$ cat src/rtl/s3_power_ctrl_pkg.sv
// ----------------------------------------------------------------------------
// s3_pm_pkg
// Shared definitions for the S3 power sequencer:
//   - pm_state_t   : FSM state encoding (also exported on power_state)
//   - pm_out_t     : bundle of the registered Moore outputs
//   - state_outputs: per-state output decode
//   - cnt_width    : width of the shared delay counter for a given max count
//   - max_int      : small helper for sizing
// ----------------------------------------------------------------------------
package s3_pm_pkg;

    localparam int STATE_W = 3;

    typedef enum logic [STATE_W-1:0] {
        ACTIVE  = 3'd0,
        SAVE    = 3'd1,
        SLEEP   = 3'd2,
        WAKE    = 3'd3,
        RESTORE = 3'd4,
        DONE    = 3'd5
    } pm_state_t;

    typedef struct packed {
        logic s3;       // RAM s3_state
        logic we;       // RAM write_enable
        logic alu_en;   // ALU clock enable
        logic ack;      // sleep_ack
        logic rv;       // restore_valid
    } pm_out_t;

    // Moore output table; the FSM loads this on the edge it enters a state.
    function automatic pm_out_t state_outputs(input pm_state_t s);
        pm_out_t o;
        o = '{s3: 1'b0, we: 1'b0, alu_en: 1'b1, ack: 1'b0, rv: 1'b0};
        case (s)
            ACTIVE:  o = '{s3: 1'b0, we: 1'b0, alu_en: 1'b1, ack: 1'b0, rv: 1'b0};
            SAVE:    o = '{s3: 1'b1, we: 1'b1, alu_en: 1'b1, ack: 1'b0, rv: 1'b0};
            SLEEP:   o = '{s3: 1'b1, we: 1'b0, alu_en: 1'b0, ack: 1'b1, rv: 1'b0};
            WAKE:    o = '{s3: 1'b0, we: 1'b0, alu_en: 1'b0, ack: 1'b0, rv: 1'b0};
            RESTORE: o = '{s3: 1'b0, we: 1'b1, alu_en: 1'b0, ack: 1'b0, rv: 1'b0};
            DONE:    o = '{s3: 1'b0, we: 1'b0, alu_en: 1'b1, ack: 1'b0, rv: 1'b1};
            default: o = '{s3: 1'b0, we: 1'b0, alu_en: 1'b1, ack: 1'b0, rv: 1'b0};
        endcase
        return o;
    endfunction

    // One spare bit above $clog2 so the counter can sit at/after max-1 and
    // still compare correctly while saturated.
    function automatic int cnt_width(input int max_count);
        return $clog2(max_count) + 1;
    endfunction

    function automatic int max_int(input int a, input int b);
        return (a > b) ? a : b;
    endfunction

endpackage

$ cat src/rtl/s3_power_ctrl_delay_counter.sv
// ----------------------------------------------------------------------------
// s3_delay_counter
// Loadable up-counter that saturates at all-ones (never wraps), with a
// terminal-count flag. One instance times both SLEEP and WAKE.
// Ports:
//   clk, reset   : clock, async active-high reset (count -> 0)
//   i_load       : load i_load_val this cycle (takes priority over i_en)
//   i_load_val   : value to load
//   i_en         : count enable
//   i_term       : terminal value
//   o_count      : current count
//   o_tc         : o_count >= i_term
// ----------------------------------------------------------------------------
module s3_delay_counter #(
    parameter int W = 4
) (
    input  logic         clk,
    input  logic         reset,
    input  logic         i_load,
    input  logic [W-1:0] i_load_val,
    input  logic         i_en,
    input  logic [W-1:0] i_term,
    output logic [W-1:0] o_count,
    output logic         o_tc
);

    logic [W-1:0] r_count;

    always_ff @(posedge clk or posedge reset) begin
        if (reset) begin
            r_count <= '0;
        end else if (i_load) begin
            r_count <= i_load_val;
        end else if (i_en && (r_count != {W{1'b1}})) begin
            r_count <= r_count + 1'b1;
        end
    end

    assign o_count = r_count;
    assign o_tc    = (r_count >= i_term);

endmodule

$ cat src/rtl/s3_power_ctrl.sv
// ----------------------------------------------------------------------------
// s3_power_ctrl
// S3 sleep sequencer in front of the ALU-context RAM: saves context on sleep
// entry, holds a timed sleep, waits for supply/clock settling on wake, then
// restores context and flags the cycle the restored data is valid.
//
// Optional feature macro: S3_AUTO_WAKE_EN
//   defined   : SLEEP also exits on its own after AUTO_WAKE_CYCLES cycles.
//   undefined : SLEEP is held until a wake (wake_event / latched wake).
//
// Ports:
//   clk           in   system clock
//   reset         in   asynchronous, active-high reset
//   sleep_req     in   level request to enter S3 (honoured only in ACTIVE)
//   alu_busy      in   blocks sleep entry while high
//   wake_event    in   wake source, pulse or level
//   s3_state      out  RAM s3_state (1 = save direction / asleep)
//   write_enable  out  RAM write strobe (SAVE and RESTORE, one cycle each)
//   alu_enable    out  ALU clock enable
//   sleep_ack     out  high while in SLEEP
//   restore_valid out  one-cycle pulse, RAM outputs hold restored context
//   power_state   out  current state encoding
// ----------------------------------------------------------------------------
module s3_power_ctrl
    import s3_pm_pkg::*;
#(
    parameter int MIN_SLEEP        = 8,
    parameter int WAKE_DELAY       = 4,
    parameter int AUTO_WAKE_CYCLES = 64
) (
    input  logic         clk,
    input  logic         reset,
    input  logic         sleep_req,
    input  logic         alu_busy,
    input  logic         wake_event,
    output logic         s3_state,
    output logic         write_enable,
    output logic         alu_enable,
    output logic         sleep_ack,
    output logic         restore_valid,
    output logic [2:0]   power_state
);

    // Counter is sized to cover the auto-wake timeout as well, so both builds
    // share the same datapath width.
    localparam int MAX_CNT = max_int(max_int(MIN_SLEEP, WAKE_DELAY), AUTO_WAKE_CYCLES);
    localparam int CW      = cnt_width(MAX_CNT);

    localparam logic [CW-1:0] SLEEP_TERM = CW'(MIN_SLEEP - 1);
    localparam logic [CW-1:0] WAKE_TERM  = CW'(WAKE_DELAY - 1);
`ifdef S3_AUTO_WAKE_EN
    localparam logic [CW-1:0] AUTO_TERM  = CW'(AUTO_WAKE_CYCLES - 1);
`endif

    pm_state_t     r_state;
    pm_out_t       r_out;
    logic          r_wake_pending;

    logic [CW-1:0] w_count;
    logic [CW-1:0] w_term;
    logic          w_tc;
    logic          w_wake;
    logic          w_auto;
    logic          w_sleep_exit;
    logic          w_wake_done;
    logic          w_cnt_load;

    assign w_term = (r_state == WAKE) ? WAKE_TERM : SLEEP_TERM;
    assign w_wake = r_wake_pending | wake_event;

`ifdef S3_AUTO_WAKE_EN
    assign w_auto = (w_count >= AUTO_TERM);
`else
    assign w_auto = 1'b0;
`endif

    assign w_sleep_exit = (r_state == SLEEP) && ((w_tc && w_wake) || w_auto);
    assign w_wake_done  = (r_state == WAKE) && w_tc;

    // Counter is held at zero outside the timed states, and re-zeroed on the
    // SLEEP->WAKE edge, so each timed state sees count 0 on its first cycle.
    assign w_cnt_load = !((r_state == SLEEP) || (r_state == WAKE)) || w_sleep_exit;

    s3_delay_counter #(
        .W (CW)
    ) u_cnt (
        .clk        (clk),
        .reset      (reset),
        .i_load     (w_cnt_load),
        .i_load_val ({CW{1'b0}}),
        .i_en       (1'b1),
        .i_term     (w_term),
        .o_count    (w_count),
        .o_tc       (w_tc)
    );

    always_ff @(posedge clk or posedge reset) begin
        if (reset) begin
            r_state        <= ACTIVE;
            r_out          <= state_outputs(ACTIVE);
            r_wake_pending <= 1'b0;
        end else begin
            case (r_state)
                ACTIVE: begin
                    // Not latched: a blocked request simply waits here.
                    if (sleep_req && !alu_busy) begin
                        r_state <= SAVE;
                        r_out   <= state_outputs(SAVE);
                    end
                end
                SAVE: begin
                    r_state <= SLEEP;
                    r_out   <= state_outputs(SLEEP);
                    if (wake_event) r_wake_pending <= 1'b1;
                end
                SLEEP: begin
                    if (w_sleep_exit) begin
                        r_state        <= WAKE;
                        r_out          <= state_outputs(WAKE);
                        r_wake_pending <= 1'b0;
                    end else if (wake_event) begin
                        // Early wake is remembered until MIN_SLEEP has elapsed.
                        r_wake_pending <= 1'b1;
                    end
                end
                WAKE: begin
                    if (w_wake_done) begin
                        r_state <= RESTORE;
                        r_out   <= state_outputs(RESTORE);
                    end
                end
                RESTORE: begin
                    r_state <= DONE;
                    r_out   <= state_outputs(DONE);
                end
                DONE: begin
                    r_state <= ACTIVE;
                    r_out   <= state_outputs(ACTIVE);
                end
                default: begin
                    r_state <= ACTIVE;
                    r_out   <= state_outputs(ACTIVE);
                end
            endcase
        end
    end

    assign s3_state      = r_out.s3;
    assign write_enable  = r_out.we;
    assign alu_enable    = r_out.alu_en;
    assign sleep_ack     = r_out.ack;
    assign restore_valid = r_out.rv;
    assign power_state   = r_state;

endmodule

$ cat config.mk
export PLATFORM = sky130hd
export DESIGN_NAME = s3_power_ctrl
export DESIGN_NICKNAME = d
export VERILOG_FILES = /design/src/rtl/s3_power_ctrl_pkg.sv /design/src/rtl/s3_power_ctrl_delay_counter.sv /design/src/rtl/s3_power_ctrl.sv
export SDC_FILE = /design/constraint.sdc
export NUM_CORES = 1
export LEC_CHECK = 0
export ABC_AREA = 1
export BUFFER_PORTS_ARGS = -buffer_cell sky130_fd_sc_hd__buf_2
export CORE_ASPECT_RATIO = 0.75
export CORE_MARGIN = 2
export CORE_UTILIZATION = 47
export CTS_BUF_LIST = sky130_fd_sc_hd__clkbuf_4 sky130_fd_sc_hd__clkbuf_8
export DETAILED_ROUTE_END_ITERATION = 10
export PLACE_DENSITY = 0.69
export SYNTH_ARGS = -nofsm -noshare
export SYNTH_HDL_FRONTEND = slang
export SYNTH_HIERARCHICAL = 1
export SYNTH_SLANG_ARGS = --single-unit
$ cat constraint.sdc
create_clock -name clk -period 2 [get_ports clk]
set_input_delay 0.1 -clock clk [delete_from_list [all_inputs] [get_ports clk]]
set_output_delay 0.1 -clock clk [all_outputs]
set_load 0.02 [all_outputs]
After elaboration in Yosys (flattened, before gate mapping)
Index checks and enable logic that the tools add are counted.
Word-level totals
  bits in registers: 16
  input port bits: 5
  output and inout bits: 8
  logic and storage cells: 45
Operators by class
  add/subtract/negate cells: 1
  order comparisons: 1
  eq/ne operators: 8
  mux-type cells: 14
  bitwise logic cells: 1
  reductions and logical operators: 12
Operators by type and width (number)
  $pmux W5 S5: 1
  $mux W5: 3
  $pmux W3 S5: 1
  $mux W7: 2
  $mux W3: 4
  $add A7 B1 Y7 const B: 1
  $ge A7 B3 Y1: 1
  $ne A7 B7 Y1 const B: 1
  $eq A3 B2 Y1 const B: 2
  $ne A2 B2 Y1 const B: 3
  $logic_and A1 B1 Y1: 4
  $reduce_bool A2 Y1: 2
  $eq A3 B1 Y1 const B: 1
  $eq A3 B3 Y1 const B: 1
  $logic_not A3 Y1: 1
  $reduce_and A3 Y1: 1
  $logic_not A1 Y1: 2
  $logic_or A1 B1 Y1: 2
  $mux W1: 2
  $pmux W1 S2: 1
  $or A1 B1 Y1: 1

Depth between registers and ports, before layout
  word-level depth: 7
  mapped depth: 18
  gate-level depth less buffers: 17

Modules after synthesis
Netlist, hierarchy kept.
By module, submodules not included
  s3_delay_counter: times used 1, cells each 97, area each 663.1 um^2, sequential area each 175.2 um^2
  s3_power_ctrl: times used 1, cells each 65, area each 524.3 um^2, sequential area each 226.5 um^2

Worst setup path before layout
OpenSTA, ideal clock, no wires.
  path kind: register to register
  from: register r_state[2], in the netlist power_state[2]
  to: register u_cnt.r_count[2], in the netlist u_cnt/o_count[2]
  library setup time: 0.117 ns
  data arrival time: 2.238 ns
  data required time: 1.883 ns
  slack: -0.355 ns
  cell stages (with the launch flop): 19
  path buffers: 1
  clock period less this slack: 2.355 ns
  path through: dfrtp_1 > inv_2 > nand3_1 > inv_1 > ha_1 > nand2_1 > o21ai_0 > nand2_1 > o211ai_1 > o21ai_2 > inv_1 > nand2_1 > nand3_1 > buf_2 > inv_2 > nand2_4 > clkinv_2 > nand2_1 > nand2_1
Between the ends
  word-level cells in the longest chain between the ends: 7
  elaborated cells on any way between the ends: 11
RTL lines
  start: declaration: RTL line s3_power_ctrl.sv:55  | pm_state_t r_state;
  start signal: assignment: RTL line s3_power_ctrl.sv:99  | r_state <= ACTIVE;
  start signal: assignment: RTL line s3_power_ctrl.sv:107  | r_state <= SAVE;
  start signal: assignment: RTL line s3_power_ctrl.sv:112  | r_state <= SLEEP;
  $eq A3 B2 Y1 (*): RTL line s3_power_ctrl.sv:68  | assign w_term = (r_state == WAKE) ? WAKE_TERM : SLEEP_TERM;
  $mux W3 (*): RTL line s3_power_ctrl.sv:68
  net w_term[2]: RTL line s3_power_ctrl.sv:60  | logic [CW-1:0] w_term;
  $ge A7 B3 Y1 (*): RTL line s3_power_ctrl_delay_counter.sv:40  | assign o_tc = (r_count >= i_term);
  net w_tc: RTL line s3_power_ctrl.sv:61  | logic w_tc;
  $logic_and A1 B1 Y1 (*) (2 in a row): RTL line s3_power_ctrl.sv:77  | assign w_sleep_exit = (r_state == SLEEP) && ((w_tc && w_wake) || w_auto);
  $logic_or A1 B1 Y1 (*): RTL line s3_power_ctrl.sv:82  | assign w_cnt_load = !((r_state == SLEEP) || (r_state == WAKE)) || w_sleep_exit;
  net w_cnt_load: RTL line s3_power_ctrl.sv:66  | logic w_cnt_load;
  $mux W7 or $reduce_bool A2 Y1 (tied branches)
  end signal: assignment: RTL line s3_power_ctrl_delay_counter.sv:33  | r_count <= i_load_val;
  end signal: assignment: RTL line s3_power_ctrl_delay_counter.sv:35  | r_count <= r_count + 1'b1;
  end: declaration: RTL line s3_power_ctrl_delay_counter.sv:27  | logic [W-1:0] r_count;
Mark *: on every way through the listed nets, which the timed path passes. The rest lies on a longest branch.
A chain may end at the register's enable or synchronous reset.

Worst setup path after layout
  from: register r_state[1], in the netlist power_state[1]
  to: register u_cnt.r_count[4], in the netlist u_cnt/o_count[4]
Same word-level chain as after synthesis.

==> results.md <==
* Yosys reg bits at 16
* Cells after synthesis at between 150 and 200
* Clock transition at path regs at 0.10 ns
* Antenna Nets Post-Route at 0
* CP Class: flip-flop to flip-flop
* Fin Clk Skew at 0.006609 ns
* Vias per std cell at 4.851
* Core ar. at 0.002346 sq mm
* CP max FO at 8
* Vias in the first global route at 1097
* RSZ-0062 raised after global routing: yes
* P_sw at 1505 uW
* Synth Area per Inst at between 7 and 8 sq um
* Pwr Density at about 1900 mW/mm^2
* Routed WL at slightly above 3000 um
* Worst VDD drop at 0.001094 V
* Post-synthesis cell type count at 29
* MaxCap Viol Count at 0
* Post-DP HPWL at 2318 um
* Fin crit period at 2.078 ns
* Synth Warn # at 6
* Pint at 1510 uW
* Worst-skew pair later-pin latency at 0.29 ns
* CTS Buf Count at 3
* Leak pwr at 0.0008629 uW
* DRC violations left at 0
* Clock Path Buffers at 2
* # diodes at 0
* Die Span X at 62.04 um
* Detailed-route via count at roughly 1.2k
* # setup viols final at 6
* DRT Pass-1 Iters at 4
* Root Driver: clkbuf_4
* Period utilisation layout at 103.9%
* Gr ovfl total at 0
* Setup crit end kind: flip-flop
* Post-synthesis sequential area ratio at 33.83%
* Pins Over Slew Limit at 0
* Area Overhead vs Synth at 33.40%
* Failing checks: negative setup slack
* Hold Path Class: input pin to flip-flop
* Syn Std Cell Area at about 0.0012 sq mm
* Worst setup SP type: flip-flop
* Clk network pwr share at around 7.2%
* Sequential share of power at 21.2%
* Non-Filler Instances at 242
* Initial antenna violation count at 0
* Critical path data arrival time at about 2.3 ns
* Highest clock rate at 481.2 MHz
* Status: finished, violations left
* Combinational fraction of design power at approximately 70%
* PnR worst setup slack at -0.07800 ns
* Io pins at 13
* GP Congestion at 0.9057
* Largest net degree at the start of global routing at 10
* FP Rows at 15
* GRT Overall Usage at 24.40%
* Die height at between 40 and 50 um
* First-pass GRT wire length at just under 5000 um
* WL/cell at 12.65 um
* WHS at 0.1251 ns
* CTS tree: done
* Nets@finish at roughly 220
* Initial core utilization at 50.61%
* Clock sinks at 16
* Initial detailed-routing violation count at slightly below 60
* H-Tree Depth at 1
* Sw frac at 49.92%
* Port Buffers at 12
* Share of cells above drive strength 1 at 30.77%
* Crit path required time at about 2.2 ns
* Placed insts at 232
* Total die area at 0.002949 sq mm
* Final hold violation count at 0
==> cells in the final DEF (no fill, tap or decap), drive strengths merged <==
cell and n:
o21bai 2, nand2 55, nor2 9, a21o 1, dfstp 1, a21oi 4, o21a 1, o211ai 1
clkbuf 4, dfrtp 15, conb 15, inv 22, xnor2 1, nand3 20, buf 30, ha 8
nand4 5, o21ai 12, clkinv 1, dlygate4sd3 1
==> path summary, 6_finish.rpt <==
| path | slack, ns | cells past startpoint | to | startpoint |
|---|---|---|---|---|
| worst min register to register | 0.48 | 2 | alu_enable | alu_enable |
| worst max register to register | -0.08 | 17 | u_cnt/o_count[4] | power_state[1] |
| worst max-delay path | -0.08 | 17 | u_cnt/o_count[4] | power_state[1] |
| max in group asynchronous | 1.37 | 3 | alu_enable | reset |
| min in group asynchronous | 0.28 | 3 | u_cnt/o_count[2] | reset |
| worst min-delay path | 0.13 | 3 | r_wake_pending | wake_event |
==> state kept, by name (all words and copies together), names as in the netlist <==
name,count
r_wake_pending,1
sleep_ack,1
alu_enable,1
restore_valid,1
write_enable,1
s3_state,1
u_cnt/o_count,7
power_state,3
==> through the flow <==
step	setup TNS, ns	setup slack [ns]	util, %	power [uW]	cell area (sq um)
6_report	-0.2748	-0.07800	67.52	3015	1584
5_1_grt	-1.754	-0.2130	67.52	3283	1584
4_1_cts	0	0.003669	65.17	2833	1529
3_5_place_dp	-0.01603	-0.009979	62.40	2543	1464
3_3_place_gp	0	0.04162	62.40	2455	1464
2_1_floorplan	-0.2740	-0.06908	-	1994	1286
==> final cells by class <==
class	instances	area, sq um
Tap cell	34	42.54
Sequential cell	16	404.1
Clock buffer	4	36.28
Multi-Input combinational cell	134	793.3
Fill cell	204	762.0
Timing Repair Buffer	31	212.7
Inverter	23	95.09
==> synth_stat cells, drive strengths merged <==
library cell | n | area share (%)
o21ai | 12 | 6.6
nand2 | 55 | 19
o211ai | 1 | 0.63
dfrtp | 15 | 32
o21a | 1 | 0.63
nand4 | 5 | 2.6
clkinv | 1 | 0.42
ha | 8 | 8.4
inv | 22 | 7.0
a21o | 1 | 0.63
dfstp | 1 | 2.2
xnor2 | 1 | 0.74
nor2 | 9 | 3.7
a21oi | 4 | 1.7
nand3 | 20 | 11
o21bai | 2 | 1.3
conb | 2 | 0.63
buf | 2 | 1.4
==> routing by layer <==
metal | vias to the layer above | global-route usage (%) | wire [um]
met2 | 27 | 36.88 | 1430
met5 | - | 0 | 0
met1 | 541 | 33.84 | 1448
met3 | 6 | 7.027 | 142
met4 | 0 | 8.085 | 40
li1 | 600 | - | -
==> what timing repair did <==
| item | CTS | global route |
|---|---|---|
| endpoints found under the setup margin | 4 | 13 |
| hold buffers | 1 | 0 |
| resized for setup | 1 | 10 |
| hold endpoints to repair | 15 | 0 |
| setup buffers | 2 | 3 |
| pin swaps | 1 | 7 |
==> logic make-up after synthesis <==
| group | after synthesis | synth area share (%) |
|---|---|---|
| xor gates and xnor gates | 1 | 0.7378 |
| DFF | 16 | 33.83 |
| AOI/OAI and AO/OA | 21 | 11.49 |
| buffers and inverters | 25 | 8.745 |
| adders and majority gates | 8 | 8.430 |
| other | 2 | 0.6325 |
| and+or+nand+nor | 89 | 36.14 |
==> power groups by stage <==
| stage | combinational [uW] | sequential, uW | clock [uW] |
|---|---|---|---|
| final | 2160 | 638 | 216 |
| after global routing | 2390 | 658 | 233 |
| after CTS | 1980 | 632 | 223 |
| after detailed placement | 1910 | 638 | 0 |
| after global placement | 1830 | 628 | 0 |
| after floorplan | 1230 | 765 | 0 |
==> critical path: stages (launching register included) <==
cell and delay (ns):
dfrtp_2 0.44, nand3_4 0.10, inv_2 0.05, ha_4 0.27, nand2_2 0.05, o21ai_2 0.14, nand2_1 0.07, o211ai_1 0.14
o21ai_2 0.09, inv_1 0.06, nand2_1 0.05, nand3_2 0.07, buf_6 0.13, inv_8 0.05, nand3_1 0.08, nand2_1 0.05
nand2_1 0.06, o21ai_1 0.06
Note: power is estimated with default switching activity, not from simulation.
